$ cat src/rtl/apb_irq_ctrl_pkg.sv
// Shared constants for the APB interrupt controller: register map, ID word layout, source limit.
package apb_irq_pkg;

  // Word index taken from PADDR[4:2]
  typedef enum logic [2:0] {
    REG_MASK    = 3'd0,
    REG_PENDING = 3'd1,
    REG_SET     = 3'd2,
    REG_CLEAR   = 3'd3,
    REG_ID      = 3'd4
  } reg_sel_e;

  localparam int unsigned ID_VALID_BIT = 31;
  localparam int unsigned MAX_IRQ      = 32;

endpackage

$ cat src/rtl/apb_irq_ctrl_prio_enc.sv
// Fixed-priority encoder: reports the lowest set bit of vec_i and whether any bit is set.
module irq_prio_enc #(
  parameter int WIDTH    = 8,
  parameter int ID_WIDTH = 3
) (
  input  logic [WIDTH-1:0]    vec_i,
  output logic                valid_o,
  output logic [ID_WIDTH-1:0] id_o
);

  always_comb begin
    valid_o = 1'b0;
    id_o    = '0;
    for (int unsigned i = 0; i < WIDTH; i++) begin
      if (vec_i[i] && !valid_o) begin
        valid_o = 1'b1;
        id_o    = ID_WIDTH'(i);
      end
    end
  end

endmodule

$ cat src/rtl/apb_irq_ctrl.sv
// APB interrupt controller: edge-captured pending bits, mask, lowest-index-first request to the core.
// Define APB_IRQ_CTRL_SYNC_EN to add a two-flop synchronizer on irq_src_i for asynchronous sources.
module apb_irq_ctrl
  import apb_irq_pkg::*;
#(
  parameter  int APB_ADDR_WIDTH = 12,
  parameter  int NUM_IRQ        = 8,
  localparam int ID_WIDTH       = (NUM_IRQ > 1) ? $clog2(NUM_IRQ) : 1
) (
  input  logic                      HCLK,
  input  logic                      HRESETn,
  input  logic [APB_ADDR_WIDTH-1:0] PADDR,
  input  logic [31:0]               PWDATA,
  input  logic                      PWRITE,
  input  logic                      PSEL,
  input  logic                      PENABLE,
  output logic [31:0]               PRDATA,
  output logic                      PREADY,
  output logic                      PSLVERR,
  input  logic [NUM_IRQ-1:0]        irq_src_i,
  output logic                      irq_o,
  output logic [ID_WIDTH-1:0]       irq_id_o,
  input  logic                      irq_ack_i,
  input  logic [ID_WIDTH-1:0]       irq_ack_id_i
);

  logic [NUM_IRQ-1:0]  mask_q, mask_d;
  logic [NUM_IRQ-1:0]  pend_q, pend_d;
  logic [NUM_IRQ-1:0]  src_q, src_s, rise;
  logic [NUM_IRQ-1:0]  set_w, clr_w, ack_vec, active;
  logic                irq_q;
  logic [ID_WIDTH-1:0] irq_id_q;
  logic                enc_valid;
  logic [ID_WIDTH-1:0] enc_id;
  logic                wr_en;
  reg_sel_e            reg_sel;
  logic                unused_ok;

  assign PREADY    = 1'b1;
  assign PSLVERR   = 1'b0;
  assign unused_ok = ^{PADDR, PWDATA};

`ifdef APB_IRQ_CTRL_SYNC_EN
  logic [NUM_IRQ-1:0] sync1_q, sync2_q;

  always_ff @(posedge HCLK or negedge HRESETn) begin
    if (!HRESETn) begin
      sync1_q <= '0;
      sync2_q <= '0;
    end else begin
      sync1_q <= irq_src_i;
      sync2_q <= sync1_q;
    end
  end

  assign src_s = sync2_q;
`else
  assign src_s = irq_src_i;
`endif

  assign rise    = src_s & ~src_q;
  assign wr_en   = PSEL && PENABLE && PWRITE;
  assign reg_sel = reg_sel_e'(PADDR[4:2]);
  assign active  = pend_q & mask_q;

  always_comb begin
    set_w   = '0;
    clr_w   = '0;
    ack_vec = '0;
    if (wr_en && reg_sel == REG_SET)   set_w = PWDATA[NUM_IRQ-1:0];
    if (wr_en && reg_sel == REG_CLEAR) clr_w = PWDATA[NUM_IRQ-1:0];
    for (int unsigned i = 0; i < NUM_IRQ; i++) begin
      ack_vec[i] = irq_ack_i && (32'(irq_ack_id_i) == i);
    end
  end

  // Set terms are OR-ed after the clear mask so a capture always beats a clear/ack.
  assign pend_d = rise | set_w | (pend_q & ~(clr_w | ack_vec));
  assign mask_d = (wr_en && reg_sel == REG_MASK) ? PWDATA[NUM_IRQ-1:0] : mask_q;

  irq_prio_enc #(
    .WIDTH    (NUM_IRQ),
    .ID_WIDTH (ID_WIDTH)
  ) u_prio_enc (
    .vec_i   (active),
    .valid_o (enc_valid),
    .id_o    (enc_id)
  );

  always_ff @(posedge HCLK or negedge HRESETn) begin
    if (!HRESETn) begin
      mask_q   <= '0;
      pend_q   <= '0;
      src_q    <= '0;
      irq_q    <= 1'b0;
      irq_id_q <= '0;
    end else begin
      mask_q <= mask_d;
      pend_q <= pend_d;
      src_q  <= src_s;
      irq_q  <= enc_valid;
      if (enc_valid) irq_id_q <= enc_id;
    end
  end

  assign irq_o    = irq_q;
  assign irq_id_o = irq_id_q;

  always_comb begin
    PRDATA = '0;
    if (PSEL && !PWRITE) begin
      case (reg_sel)
        REG_MASK:    PRDATA[NUM_IRQ-1:0] = mask_q;
        REG_PENDING: PRDATA[NUM_IRQ-1:0] = pend_q;
        REG_ID: begin
          PRDATA[ID_VALID_BIT]   = enc_valid;
          PRDATA[ID_WIDTH-1:0]   = enc_id;
        end
        default: PRDATA = '0;
      endcase
    end
  end

endmodule

$ cat config.mk
export PLATFORM = sky130hd
export DESIGN_NAME = apb_irq_ctrl
export DESIGN_NICKNAME = d
export VERILOG_FILES = /design/src/rtl/apb_irq_ctrl_pkg.sv /design/src/rtl/apb_irq_ctrl_prio_enc.sv /design/src/rtl/apb_irq_ctrl.sv
export SDC_FILE = /design/constraint.sdc
export NUM_CORES = 1
export LEC_CHECK = 0
export ABC_AREA = 1
export BUFFER_PORTS_ARGS = -buffer_cell sky130_fd_sc_hd__buf_4
export CORE_MARGIN = 10
export CORE_UTILIZATION = 47
export DETAILED_ROUTE_END_ITERATION = 16
export PLACE_DENSITY = 0.86
export SYNTH_ARGS = -nofsm -noshare
export SYNTH_HDL_FRONTEND = slang
export SYNTH_SLANG_ARGS = --single-unit
$ cat constraint.sdc
create_clock -name HCLK -period 4 [get_ports HCLK]
set_clock_uncertainty 0.2 [all_clocks]
set_input_delay 0.8 -clock HCLK [delete_from_list [all_inputs] [get_ports HCLK]]
set_output_delay 0.8 -clock HCLK [all_outputs]
set_load 0.1 [all_outputs]
# ---- Word-level counts from Yosys, hierarchy flattened
# Cells that the tools add are included.
dict set report totals {
  out_inout_bits 38
  reg_bits 28
  input_bits 61
}
dict set report op_classes {
  muxes 21
  eq_ne 11
  bitwise 8
  n_reduce_logical 31
}
# cell n
set ops {}
lappend ops {{$mux W32} 1}
lappend ops {{$and A8 B8 Y8} 3}
lappend ops {{$or A8 B8 Y8} 3}
lappend ops {{$logic_and A1 B1 Y1} 21}
lappend ops {{$mux W8} 2}
lappend ops {{$not A8 Y8} 2}
lappend ops {{$eq A3 B3 Y1 const B} 5}
lappend ops {{$eq A3 B2 Y1 const B} 4}
lappend ops {{$mux W3} 4}
lappend ops {{$mux W1} 10}
lappend ops {{$pmux W5 S2} 1}
lappend ops {{$pmux W3 S3} 1}
lappend ops {{$logic_not A1 Y1} 8}
lappend ops {{$eq A3 B1 Y1 const B} 2}
lappend ops {{$logic_not A3 Y1} 2}
lappend ops {{$mux W2} 2}

# ---- Logic depth before layout (Yosys ltp)
dict set report depth {
  ltp_word 25
  ltp_mapped 10
}

# ---- Modules after synthesis
# Synthesis repeated with hierarchy kept, for this count alone.
dict set report unflattened {
  hier_cells 256
  area_unflattened_um2 1843.0
}
# mod area_per_inst_um2 cells_each instances seq_area_each_um2
set modules_own_cells {}
lappend modules_own_cells {apb_irq_ctrl 1734.2 234 1 700.7}
lappend modules_own_cells {irq_prio_enc 108.9 22 1 0.0}

# ---- Least setup slack after synthesis
# No wires, ideal clock.
dict set report synth_path {
  kind {input to output}
  startpoint {in PWRITE}
  endpoint {out PRDATA[31]}
  arrival_ps 3077
  setup_slack_ps -77
  stages 3
  path_buffers 0
  path_cell_list {inv_1 nand2_1 nor3_1}
}
dict set report synth_via {
  elab_chain_cells 3
}
# item line_no
set synth_lines {}
lappend synth_lines {{start: declaration} apb_irq_ctrl.sv:14} ;# input logic PWRITE,
lappend synth_lines {{$logic_not A1 Y1} apb_irq_ctrl.sv:111} ;# if (PSEL && !PWRITE) begin
lappend synth_lines {{$logic_and A1 B1 Y1} apb_irq_ctrl.sv:111}
lappend synth_lines {{$mux W32} apb_irq_ctrl.sv:111}
lappend synth_lines {{end: declaration} apb_irq_ctrl.sv:17} ;# output logic [31:0] PRDATA,
# Every way passes these cells.

# ---- Final worst setup path
dict set report layout_path {
  startpoint {in PADDR[3]}
  endpoint {out PRDATA[0]}
}
dict set report layout_via {
  elab_chain_cells 3
  word_cells_on_any_way 5
  cone_classes {eq/ne (2); mux (2); reduce/logical (1)}
}
# item line_no
set layout_lines {}
lappend layout_lines {{start: declaration} apb_irq_ctrl.sv:12} ;# input logic [APB_ADDR_WIDTH-1:0] PADDR,
lappend layout_lines {{$eq A3 B3 Y1 (tied with other cells)} apb_irq_ctrl.sv:112} ;# case (reg_sel)
lappend layout_lines {{$pmux W3 S3 (*)} apb_irq_ctrl.sv:112}
lappend layout_lines {{$mux W32 (*)} apb_irq_ctrl.sv:111}
# Mark *: on every way between the ends. The rest lies on a longest branch, timed or not.

==> results.yml <==
outcome:
  status: "finished clean"
setup_path:
  arrival_ps: 2140
  crit_fanout: 8
  end_kind: "primary output"
  worst_ep_required_time_ps: 3000
  crit_type: "input pin to primary output"
  critPathLaunchType: "input pin"
timing:
  period_share_pct: 78.6
  period_minus_slack_ps: 3140
  max_clock_freq_mhz: 318
  fin_setup_tns_ps: 0
  slew_viol_final: 0
  slew_headroom_pct: 64.6
  tightest_slew_ps: 528
  rsz0062_at_grt: "false"
  hold_violations: 0
  finalSetupViolCount: 0
  whs_ps: 136
route:
  vias: 1454
  drt_iter0_markers: 68
  firstDrtPassIters: 4
  wire_per_inst_um: 13.2
  antenna_left: 0
  drc_errors: 0
  drt-total-wl_um: 3960
  via_per_inst: 4.85
power:
  power.leakage_uw: 0.00105
  swShare_pct: 47.7
  switchingPower_uw: 481
  internal-power_uw: 528
  comb_power_share_pct: 45.7
  p_per_area_nw_per_um2: 514
  pwr-share-clk_pct: 18.5
  vdd_drop_max_v: 0.000298
  p_seq_share_pct: 35.8
clock_network:
  tritoncts: "built"
  h-tree-depth: 1
  post_cts_resized: 0
  cts.sinks: 28
  root_buffer: "clkbuf_4"
  clk_pin_slew_ps: 160
  cts_inserted_buffers: 3
  postCtsHoldBufs: 0
  post-cts-setup-buffers: 0
  clock_latency_ps: 340
  clockBufferDepth: 2
synth:
  yosysTopAreaCellShare_pct: 42.4
  synth-seq-cells: 28
  seq_area_frac_synth_pct: 42.4
  synth_area_leader_cell: "dfrtp_1"
  synth.area.top_cells: "dfrtp_1, nand2_1, buf_4"
  ys_types: 23
  syn-cell-area_um2: 1650
  synthFlopType: "dfrtp_1"
  synth-async-reset-ratio_pct: 100
  synth_cells: 213
  yosys_warnings: 0
  synth-edff-count: 0
  avgSynthCellArea_um2: 7.76
layout:
  drive_gt1_share_pct: 23.6
  layout_commonest_cell: "nand2_1"
  final_nets: 316
  antennaDiodeCount: 0
  final_cell_mix: "nand2_1, buf_4, inv_1, dfrtp_1, conb_1"
  area_delta_synth_final_pct: 18.7
min_path:
  hold_class: "input pin to async pin"
place:
  place_congestion: 0.789
  place.port_buffers: 40
  hpwl_um: 3230
global_routing:
  grt-ovfl-total: 0
  grtUsageTotal_pct: 12.7
  grt_pass1_wl_um: 6590
  grt_antenna_before_repair: 0
  grt_max_degree: 29
  grt_pass1_vias: 1461
floorplanning:
  initial_core_util_pct: 49.1
  core_um2: 3360
  die_w_um: 79.3
  dieArea_um2: 6290
  ioPinCount: 99
  chipHeight_um: 79.3
  placementRows: 21
run:
  cap_violations: 0
==> state kept, by name, summed over array words and instances (netlist names) <==
register	cells
mask_q	8
pend_q	8
src_q	8
irq_id_o	3
irq_o	1
==> synth_stat cells (2+ instances only) <==
cell      count
conb_1        2
buf_4        25
a21oi_1       8
o221ai_1      8
o21ai_1       8
dfrtp_1      28
inv_2         3
nor2_2        2
a22o_1        3
nand3_1      13
nand4_1       2
inv_1        34
nor2_4        3
nand2_1      56
nor2_1        6
nand2_2       5
==> per-layer routing <==
layer	up-vias	global-route usage, %	share of wire (%)
met5	-	0	0
met4	0	2.87	1.3
met3	6	6.42	11
met2	61	21.9	49
met1	677	13.4	39
li1	710	-	-
==> stage by stage <==
stage                     utilization, %  setup WS, ps  cell area (um^2)  cells  total power, uW
after floorplan                        -           174              1740    236              755
after global placement              56.8           889              1910    296              819
after detailed placement            56.8           860              1910    296              828
after CTS                           58.3           857              1960    300             1020
after global routing                58.3           758              1960    300             1060
final                               58.3           857              1960    300             1010
==> cell type report <==
type / count / area [um^2]
clock inverters: 1 / 30.0
well taps: 46 / 57.6
multi-input cells: 145 / 712
inverters: 37 / 139
clock buffers: 3 / 22.5
repair buffers: 40 / 300
fillers: 336 / 1400
flip-flops and latches: 28 / 701
==> critical path: stages <==
cell and delay, ps:
buf_4 130, nor3_2 470, a22o_1 220, inv_1 40, a21oi_1 170, buf_4 320
==> worst paths after layout <==
| kind | start | depth (start not counted) | slack, ps | endpoint |
|---|---|---|---|---|
| max | PADDR[3] | 6 | 860 | PRDATA[0] |
| min | HRESETn | 1 | 140 | src_q[0]$_DFF_PN0_ |
| max reg2reg | pend_q[0]$_DFF_PN0_ | 10 | 2390 | irq_id_o[2]$_DFFE_PN0N_ |
| min reg2reg | src_q[0]$_DFF_PN0_ | 1 | 280 | pend_q[0]$_DFF_PN0_ |
| max in group asynchronous | HRESETn | 1 | 3200 | irq_id_o[0]$_DFFE_PN0N_ |
| min in group HCLK | src_q[0]$_DFF_PN0_ | 1 | 280 | pend_q[0]$_DFF_PN0_ |
==> power groups by stage <==
stage	Clock, uW	Sequential, uW	Combinational [uW]
after floorplan	0	491	264
after global placement	0	364	455
after detailed placement	0	366	463
after CTS	191	361	463
after global routing	202	366	494
final	187	361	461
==> cell families (layout without fill, tap and decap cells) <==
logic type / after synthesis / after routing / share of synthesized area [%]
AND/OR/NAND/NOR: 91 / 91 / 25.4
buffers and inverters: 63 / 81 / 20.1
AO/OA/AOI/OAI: 29 / 29 / 11.7
flip-flops: 28 / 28 / 42.4
other: 2 / 25 / 0.454
(Power assumes the default switching activity.)
